--- src/rtl/ysyx_22050854_idu_stage.sv ---
// Instruction-decode stage: combinational RV32I/RV64I decoder feeding a 2-entry
// skid FIFO, so in_ready never depends combinationally on out_ready.
module ysyx_22050854_idu_stage #(
    parameter int XLEN  = 64,
    parameter int DEPTH = 2
) (
    input  logic            clk,
    input  logic            rst_n,
    input  logic            in_valid,
    output logic            in_ready,
    input  logic [31:0]     in_instr,
    input  logic            flush,
    output logic            out_valid,
    input  logic            out_ready,
    output logic [4:0]      rs1,
    output logic [4:0]      rs2,
    output logic [4:0]      rd,
    output logic [XLEN-1:0] imm,
    output logic [2:0]      ext_op,
    output logic            reg_wr,
    output logic [2:0]      branch,
    output logic            mem_to_reg,
    output logic            mem_wr,
    output logic [2:0]      mem_op,
    output logic            alu_src1,
    output logic [1:0]      alu_src2,
    output logic [3:0]      alu_ctr,
    output logic            is_word,
    output logic            illegal,
    output logic            ebreak,
    output logic            halted
);

    localparam logic [6:0] OPC_LUI    = 7'b0110111;
    localparam logic [6:0] OPC_AUIPC  = 7'b0010111;
    localparam logic [6:0] OPC_JAL    = 7'b1101111;
    localparam logic [6:0] OPC_JALR   = 7'b1100111;
    localparam logic [6:0] OPC_BRANCH = 7'b1100011;
    localparam logic [6:0] OPC_LOAD   = 7'b0000011;
    localparam logic [6:0] OPC_STORE  = 7'b0100011;
    localparam logic [6:0] OPC_OPIMM  = 7'b0010011;
    localparam logic [6:0] OPC_OP     = 7'b0110011;
    localparam logic [6:0] OPC_OPIMMW = 7'b0011011;
    localparam logic [6:0] OPC_OPW    = 7'b0111011;
    localparam logic [6:0] OPC_FENCE  = 7'b0001111;
    localparam logic [6:0] OPC_SYSTEM = 7'b1110011;

    localparam logic [2:0] EXT_I = 3'b000, EXT_U = 3'b001, EXT_S = 3'b010;
    localparam logic [2:0] EXT_B = 3'b011, EXT_J = 3'b100, EXT_NONE = 3'b111;

    typedef struct packed {
        logic [4:0]      rs1;
        logic [4:0]      rs2;
        logic [4:0]      rd;
        logic [XLEN-1:0] imm;
        logic [2:0]      ext_op;
        logic            reg_wr;
        logic [2:0]      branch;
        logic            mem_to_reg;
        logic            mem_wr;
        logic [2:0]      mem_op;
        logic            alu_src1;
        logic [1:0]      alu_src2;
        logic [3:0]      alu_ctr;
        logic            is_word;
        logic            illegal;
        logic            ebreak;
    } dec_t;

    // funct3 maps straight onto alu_ctr[2:0]; alt selects sub/sra; sltu is the odd one out
    function automatic logic [3:0] alu_of(input logic [2:0] f3, input logic alt);
        if (f3 == 3'b011) return 4'b1010;
        return {alt, f3};
    endfunction

    logic [31:0]        instr;
    logic [6:0]         opc;
    logic [2:0]         f3;
    logic [6:0]         f7;
    logic signed [31:0] imm_w;
    dec_t               dec_p0;

    // Gate the raw word so an undriven bus cannot reach the decoder while idle
    assign instr = in_valid ? in_instr : 32'h0;
    assign opc   = instr[6:0];
    assign f3    = instr[14:12];
    assign f7    = instr[31:25];

    always_comb begin
        dec_p0        = '0;
        dec_p0.rs1    = instr[19:15];
        dec_p0.rs2    = instr[24:20];
        dec_p0.rd     = instr[11:7];
        dec_p0.ext_op = EXT_NONE;
        dec_p0.mem_op = 3'b111;
        imm_w         = '0;
        case (opc)
            OPC_LUI: begin
                dec_p0.ext_op   = EXT_U;
                dec_p0.alu_ctr  = 4'b0011;
                dec_p0.alu_src2 = 2'b01;
                dec_p0.reg_wr   = 1'b1;
            end
            OPC_AUIPC: begin
                dec_p0.ext_op   = EXT_U;
                dec_p0.alu_src1 = 1'b1;
                dec_p0.alu_src2 = 2'b01;
                dec_p0.reg_wr   = 1'b1;
            end
            OPC_JAL, OPC_JALR: begin
                dec_p0.ext_op   = (opc == OPC_JAL) ? EXT_J : EXT_I;
                dec_p0.branch   = (opc == OPC_JAL) ? 3'b001 : 3'b010;
                dec_p0.alu_src1 = 1'b1;
                dec_p0.alu_src2 = 2'b10;
                dec_p0.reg_wr   = 1'b1;
            end
            OPC_BRANCH: begin
                dec_p0.ext_op  = EXT_B;
                dec_p0.alu_ctr = f3[1] ? 4'b1010 : 4'b0010;
                case (f3)
                    3'b000:         dec_p0.branch = 3'b100;
                    3'b001:         dec_p0.branch = 3'b101;
                    3'b100, 3'b110: dec_p0.branch = 3'b110;
                    3'b101, 3'b111: dec_p0.branch = 3'b111;
                    default:        dec_p0.branch = 3'b000;
                endcase
            end
            OPC_LOAD: begin
                dec_p0.ext_op     = EXT_I;
                dec_p0.alu_src2   = 2'b01;
                dec_p0.mem_to_reg = 1'b1;
                dec_p0.mem_op     = f3;
                dec_p0.reg_wr     = 1'b1;
            end
            OPC_STORE: begin
                dec_p0.ext_op   = EXT_S;
                dec_p0.alu_src2 = 2'b01;
                dec_p0.mem_wr   = 1'b1;
                dec_p0.mem_op   = f3;
            end
            OPC_OPIMM, OPC_OPIMMW: begin
                dec_p0.ext_op   = EXT_I;
                dec_p0.alu_src2 = 2'b01;
                dec_p0.reg_wr   = 1'b1;
                dec_p0.is_word  = (opc == OPC_OPIMMW);
                dec_p0.alu_ctr  = alu_of(f3, (f3 == 3'b101) && instr[30]);
                // shamt[5] only exists on RV64
                if (XLEN == 32 && (f3 == 3'b001 || f3 == 3'b101) && instr[25])
                    dec_p0.illegal = 1'b1;
            end
            OPC_OP, OPC_OPW: begin
                dec_p0.reg_wr  = 1'b1;
                dec_p0.is_word = (opc == OPC_OPW);
                dec_p0.alu_ctr = alu_of(f3, instr[30] && (f3 == 3'b000 || f3 == 3'b101));
                if (f7 != 7'b0000000 && f7 != 7'b0100000)
                    dec_p0.illegal = 1'b1;
            end
            OPC_SYSTEM: dec_p0.ebreak = (instr == 32'h0010_0073);
            OPC_FENCE:  ;
            default:    dec_p0.illegal = 1'b1;
        endcase
        if (XLEN == 32 && (opc == OPC_OPIMMW || opc == OPC_OPW))
            dec_p0.illegal = 1'b1;
        if (dec_p0.illegal) begin
            dec_p0.reg_wr = 1'b0;
            dec_p0.mem_wr = 1'b0;
            dec_p0.branch = 3'b000;
        end
        case (dec_p0.ext_op)
            EXT_I:   imm_w = {{20{instr[31]}}, instr[31:20]};
            EXT_U:   imm_w = {instr[31:12], 12'h000};
            EXT_S:   imm_w = {{20{instr[31]}}, instr[31:25], instr[11:7]};
            EXT_B:   imm_w = {{20{instr[31]}}, instr[7], instr[30:25], instr[11:8], 1'b0};
            EXT_J:   imm_w = {{12{instr[31]}}, instr[19:12], instr[20], instr[30:21], 1'b0};
            default: imm_w = '0;
        endcase
        dec_p0.imm = XLEN'(imm_w);
    end

    // ---- stage boundary: decoded bundle enters the 2-entry FIFO (buf0 is head) ----
    logic [1:0] count;
    logic       halted_q;
    logic       push, pop;
    dec_t       buf0_p1, buf1_p1, head_p1;

    assign in_ready  = (count != 2'd2) && !halted_q;
    assign out_valid = (count != 2'd0);
    assign push      = in_valid && in_ready && !flush;
    assign pop       = out_valid && out_ready;

    always_ff @(posedge clk or negedge rst_n) begin
        if (!rst_n) begin
            count    <= 2'd0;
            halted_q <= 1'b0;
        end else begin
            if (flush)
                count <= 2'd0;
            else
                count <= count + 2'(push) - 2'(pop);
            if (push && dec_p0.ebreak)
                halted_q <= 1'b1;
        end
    end

    always_ff @(posedge clk) begin
        if (pop) begin
            buf0_p1 <= (count == 2'd2) ? buf1_p1 : dec_p0;
            if (push)
                buf1_p1 <= dec_p0;
        end else if (push) begin
            if (count == 2'd0)
                buf0_p1 <= dec_p0;
            else
                buf1_p1 <= dec_p0;
        end
    end

    // Empty buffer presents the idle bundle, which is also the reset view
    always_comb begin
        head_p1 = buf0_p1;
        if (!out_valid) begin
            head_p1        = '0;
            head_p1.ext_op = EXT_NONE;
            head_p1.mem_op = 3'b111;
        end
    end

    assign rs1        = head_p1.rs1;
    assign rs2        = head_p1.rs2;
    assign rd         = head_p1.rd;
    assign imm        = head_p1.imm;
    assign ext_op     = head_p1.ext_op;
    assign reg_wr     = head_p1.reg_wr;
    assign branch     = head_p1.branch;
    assign mem_to_reg = head_p1.mem_to_reg;
    assign mem_wr     = head_p1.mem_wr;
    assign mem_op     = head_p1.mem_op;
    assign alu_src1   = head_p1.alu_src1;
    assign alu_src2   = head_p1.alu_src2;
    assign alu_ctr    = head_p1.alu_ctr;
    assign is_word    = head_p1.is_word;
    assign illegal    = head_p1.illegal;
    assign ebreak     = head_p1.ebreak;
    assign halted     = halted_q;

    a_depth: assert property (@(posedge clk) disable iff (!rst_n) count <= 2'(DEPTH));

endmodule

--- config.mk ---
export PLATFORM = sky130hd
export DESIGN_NAME = ysyx_22050854_idu_stage
export DESIGN_NICKNAME = d
export VERILOG_FILES = /design/src/rtl/ysyx_22050854_idu_stage.sv
export SDC_FILE = /design/constraint.sdc
export NUM_CORES = 1
export LEC_CHECK = 0
export ABC_AREA = 1
export CAP_MARGIN = 0
export CORE_ASPECT_RATIO = 0.5
export CORE_MARGIN = 4
export CORE_UTILIZATION = 30
export DETAILED_ROUTE_END_ITERATION = 16
export PLACE_DENSITY_LB_ADDON = 0.05
export SYNTH_ARGS = -nofsm -noshare
export SYNTH_HDL_FRONTEND = slang
export SYNTH_SLANG_ARGS = --single-unit
--- constraint.sdc ---
create_clock -name clk -period 14.45 [get_ports clk]
set_input_delay 4.335 -clock clk [delete_from_list [all_inputs] [get_ports clk]]
set_output_delay 4.335 -clock clk [all_outputs]
set_load 0.03 [all_outputs]
---- After elaboration in Yosys (flattened, before gate mapping) ----
Index checks and enable logic that the tools add are counted.
storage, ports and cells
  output and inout port bits .............. 104
  input bits .............................. 37
  word-level logic and storage cells ...... 133
  register bits ........................... 205
cells by class
  equal/unequal tests ..................... 28
  $add $sub $neg .......................... 2
  mux-type cells .......................... 37
  reductions and logical operators ........ 32
operators by type and width
  operator                number
  $mux W101               9
  $pmux W32 S5            1
  $eq A32 B21 Y1 const B  1
  $mux W32                1
  $eq A7 B6 Y1 const B    4
  $eq A7 B7 Y1 const B    4
  $eq A7 B5 Y1 const B    3
  $mux W4                 5
  $pmux W4 S4             1
  $eq A3 B3 Y1 const B    5
  $pmux W3 S5             1
  $reduce_or A2 Y1        7
  $pmux W3 S4             1
  $reduce_or A11 Y1       1
  $mux W1                 10
  $eq A3 B2 Y1 const B    3
  $reduce_or A9 Y1        1
  $logic_and A1 B1 Y1     8
  $eq A7 B2 Y1 const B    1
  $eq A7 B4 Y1 const B    1
  $ne A7 B6 Y1 const B    1
  $reduce_bool A7 Y1      1
  $eq A3 B1 Y1 const B    2
  $logic_not A3 Y1        2
  other kinds (16)        25

---- Depth between registers and ports, before layout ----
  depth after elaboration ................. 9
  gate-level depth with buffers ........... 14
  depth with buffers taken out ............ 13

---- Least setup slack after synthesis ----
Ideal clock, no wire load.
  path kind ............................... in2reg
  from .................................... input port in_valid
  to ...................................... register buf0_p1[0] (netlist bit) (enable)
  cell stages on the path ................. 5
  buffers on the path ..................... 3
  arrival ................................. 8.280 ns
  slack ................................... 5.659 ns
  required time ........................... 13.939 ns
  setup time .............................. 0.511 ns
  cell sequence ........................... buf_6 -> buf_6 -> clkbuf_1 -> nand3b_1 -> o21bai_1
on the way
  word-level cells in the longest chain between the ends .. 4
ends and longest elaborated chain
  what                              RTL line  text
  start: declaration                9         input logic in_valid,
  $logic_and A1 B1 Y1 (2 in a row)  188       assign push = in_valid && in_ready && !flush;
  $reduce_bool A2 Y1 (no line)      n/a
  $reduce_and A2 Y1 (no line)       n/a
  end signal: assignment            207       buf0_p1 <= (count == 2'd2) ? buf1_p1 : dec_p0;
  end signal: assignment            212       buf0_p1 <= dec_p0;
  end: declaration                  184       dec_t buf0_p1, buf1_p1, head_p1;
Every way passes these cells.
A chain may end at the register's enable or synchronous reset.

---- Final worst setup path ----
  from .................................... register count[1]
  to ...................................... output port imm[31]
on the way
  word-level cells in the longest chain between the ends .. 2
ends and longest elaborated chain
  what                      RTL line  text
  start: declaration        181       logic [1:0] count;
  start signal: assignment  199       count <= count + 2'(push) - 2'(pop);
  $reduce_bool A2 Y1        187       assign out_valid = (count != 2'd0);
  $mux W101                 221       if (!out_valid) begin
  end: declaration          18        output logic [XLEN-1:0] imm,
Every way passes these cells.

==> impl_metrics.ini <==
[outcome]
outcome = finished, final reports clean

[placement]
post-place-ws_ns = 7.148
io_buffers = 140
gp_congestion = 0.7494
hpwl_um = 12620
postPlaceCellArea_um2 = 8645

[logic_synthesis]
synth_xor_area_frac = 0.002442
yosysMostFrequentCell = nand2_1
synthDistinctLibCells = 38
yosysWarnings = 0
synth-simple-area-share = 0.2152
syn_avg_cell_area_um2 = 9.126
synth_area_leaders = edfxtp_1, nand2_1, inv_1
synth_top_area_share = 0.5777
syn_nets = 825
synth_mux_area_frac = 0
synth_top_family_by_area = simple AND/OR/NAND/NOR gates
postSynthCellCount = 786
synthTopCellsByCount = nand2_1, inv_1, edfxtp_1
async_flop_share = 0.02128
synth_compound_gate_area_share = 0.06035
synth_edf_count = 138
ys_seq_elements = 141
synthAdderAreaFrac = 0.003489
synth_area_um2 = 7173
yosysTopAreaCell = edfxtp_1
seq_area_frac_synth = 0.5882
synth_flop_cell = edfxtp_1

[cts]
root_buffer = clkbuf_16
clock-sinks = 141
htree_levels = 4
clock_path_buffers = 2
clk_pin_slew_ns = 0.06
ctsResizeCount = 0
cts_setup_buffers = 0
clk_latency_ns = 0.43
numCtsBuffers = 17
cts_tree = done
postCtsHoldBufs = 0

[power_and_ir_drop]
p_seq_frac = 0.374
comb_power_share = 0.345
p_per_area_nw_per_um2 = 171.3
switching_share = 0.3522
peakVddDrop_mv = 0.08298
p_int_w = 0.001024
power_w = 0.001581
power_frac_clock = 0.280
p_sw_w = 0.0005566
leakagePower_nw = 4.176

[sta]
slew_viol_final = 0
worstMarginPinSlew_ns = 0.9878
fin_crit_sh = 0.5120
min_period_ns = 7.399
rsz0062_at_grt = no
slew_headroom = 0.3415
max_freq_mhz = 135.2
hold_violations = 0
setup_ws_ns = 7.051
hold_slack_ns = 0.5169
setup_tns_ns = 0
finalSetupViolations = 0
skew_ns = 0.005760

[global_routing]
grt_max_degree = 91
grt_first_pass_wirelength_um = 28920
grt_pass1_vias = 5236
grt.total_usage = 0.1413
globalRouteOverflowTotal = 0
antenna_found_initial = 0

[critical_path]
required_ns = 10.11
end_kind = primary output
crit_arrival_ns = 3.06
cp_max_fo = 37
critPathKind = reg -> out
start_kind = flip-flop

[final_layout]
drive_gt1_frac = 0.08444
fillers = 2324
diodes = 0
finalNetCount = 927
final_cell_area_um2 = 9225
syn2layout_area_growth_pct = 28.61

[drt]
dr_total_vias = 5273
ant_nets = 0
dr.pass1.iters = 4
wl_per_cell_um = 15.04
viasPerCell = 4.369
wl_um = 18160
drc = 0
first_iter_violations = 298

[floorplan]
coreArea_um2 = 23180
die_y_um = 117.3
dieArea_um2 = 26600
start_util = 0.3095
rows = 39
io_pins = 141
die_w_um = 226.7

[hold_path]
hp-class = reg -> reg

[run]
timing.max_cap.violations = 0
power groups by stage:
stage	logic, W	registers, W	clock network [W]
finish	0.000546	0.000592	0.000443
global route	0.000595	0.000602	0.000475
CTS	0.000560	0.000594	0.000455
detailed placement	0.000558	0.000602	0
global placement	0.000558	0.000600	0
floorplan	0.000362	0.000598	0
layout make-up:
type / count / area, um^2 / share of cell area
clock inverters: 12 / 147.6 / 0.01600
flip-flops and latches: 141 / 4219 / 0.4573
well taps: 307 / 384.1 / 0.04164
multi-input cells: 437 / 2051 / 0.2223
repair buffers: 146 / 1446 / 0.1568
clock buffers: 19 / 432.9 / 0.04693
inverters: 145 / 544.3 / 0.05900
worst max-delay path, stage by stage, from the launching register on:
cell and delay [ns]:
dfrtp_1 0.43, nor2_4 0.69, buf_4 0.50, nor2_2 0.28
clkdlybuf4s50_1 0.67
routing by layer:
layer | vias up | global-route usage | routed length, um
li1 | 2664 | - | -
met1 | 2488 | 0.1963 | 8934
met2 | 104 | 0.2183 | 8231
met3 | 17 | 0.03120 | 760
met4 | 0 | 0.04863 | 230
met5 | - | 0 | 0
worst paths after layout:
kind                               startpoint  slack, ns  cells past startpoint                     to
hold reg to reg            halted$_DFFE_PN0P_       0.52                      1     halted$_DFFE_PN0P_
min in group asynchronous               rst_n       4.09                      1     halted$_DFFE_PN0P_
setup / recovery           count[1]$_DFF_PN0_       7.05                      4                imm[31]
hold / removal             halted$_DFFE_PN0P_       0.52                      1     halted$_DFFE_PN0P_
max in group asynchronous               rst_n      10.21                      1     count[1]$_DFF_PN0_
setup reg to reg           count[1]$_DFF_PN0_      11.28                      5  buf0_p1[47]$_DFFE_PP_
cell usage in the layout (no fill, tap or decap), types with 2 or more instances in the layout:
| cell | instances |
|---|---|
| nor3_1 | 6 |
| or2_2 | 17 |
| o211ai_1 | 2 |
| a21oi_1 | 8 |
| nand3b_1 | 2 |
| nand2_2 | 6 |
| a31oi_1 | 7 |
| clkdlybuf4s50_1 | 140 |
| ha_1 | 2 |
| edfxtp_1 | 138 |
| bufinv_16 | 3 |
| nand3_4 | 2 |
| inv_1 | 143 |
| nand2_4 | 2 |
| nand2_1 | 168 |
| buf_4 | 6 |
| nor2_4 | 3 |
| o21ai_0 | 51 |
| clkbuf_16 | 17 |
| o21ai_1 | 4 |
| clkbuf_1 | 2 |
| dfrtp_1 | 3 |
| nand3_1 | 32 |
| nor2_2 | 4 |
| nand3_2 | 3 |
| nor2_1 | 103 |
| clkinv_1 | 3 |
| clkinvlp_4 | 6 |
| nand4_1 | 4 |
kinds of logic (layout without fill, tap and decap cells):
family                     after synthesis  count (layout)
and+or+nand+nor                        354             354
adders and majority gates                2               2
xor gates and xnor gates                 2               2
AOI/OAI and AO/OA                       79              79
DFF                                    141             141
buffers and inverters                  208             322
flip-flops by register name, indices dropped and copies added (netlist names):
name / count
buf0_p1: 69
buf1_p1: 69
count: 2
halted: 1
through the flow:
step	util	instances
2_1_floorplan	-	786
3_3_place_gp	0.3730	1176
3_5_place_dp	0.3730	1176
4_1_cts	0.3980	1207
5_1_grt	0.3980	1207
6_report	0.3980	1207
No activity file was read; power rests on OpenSTA's default activity.
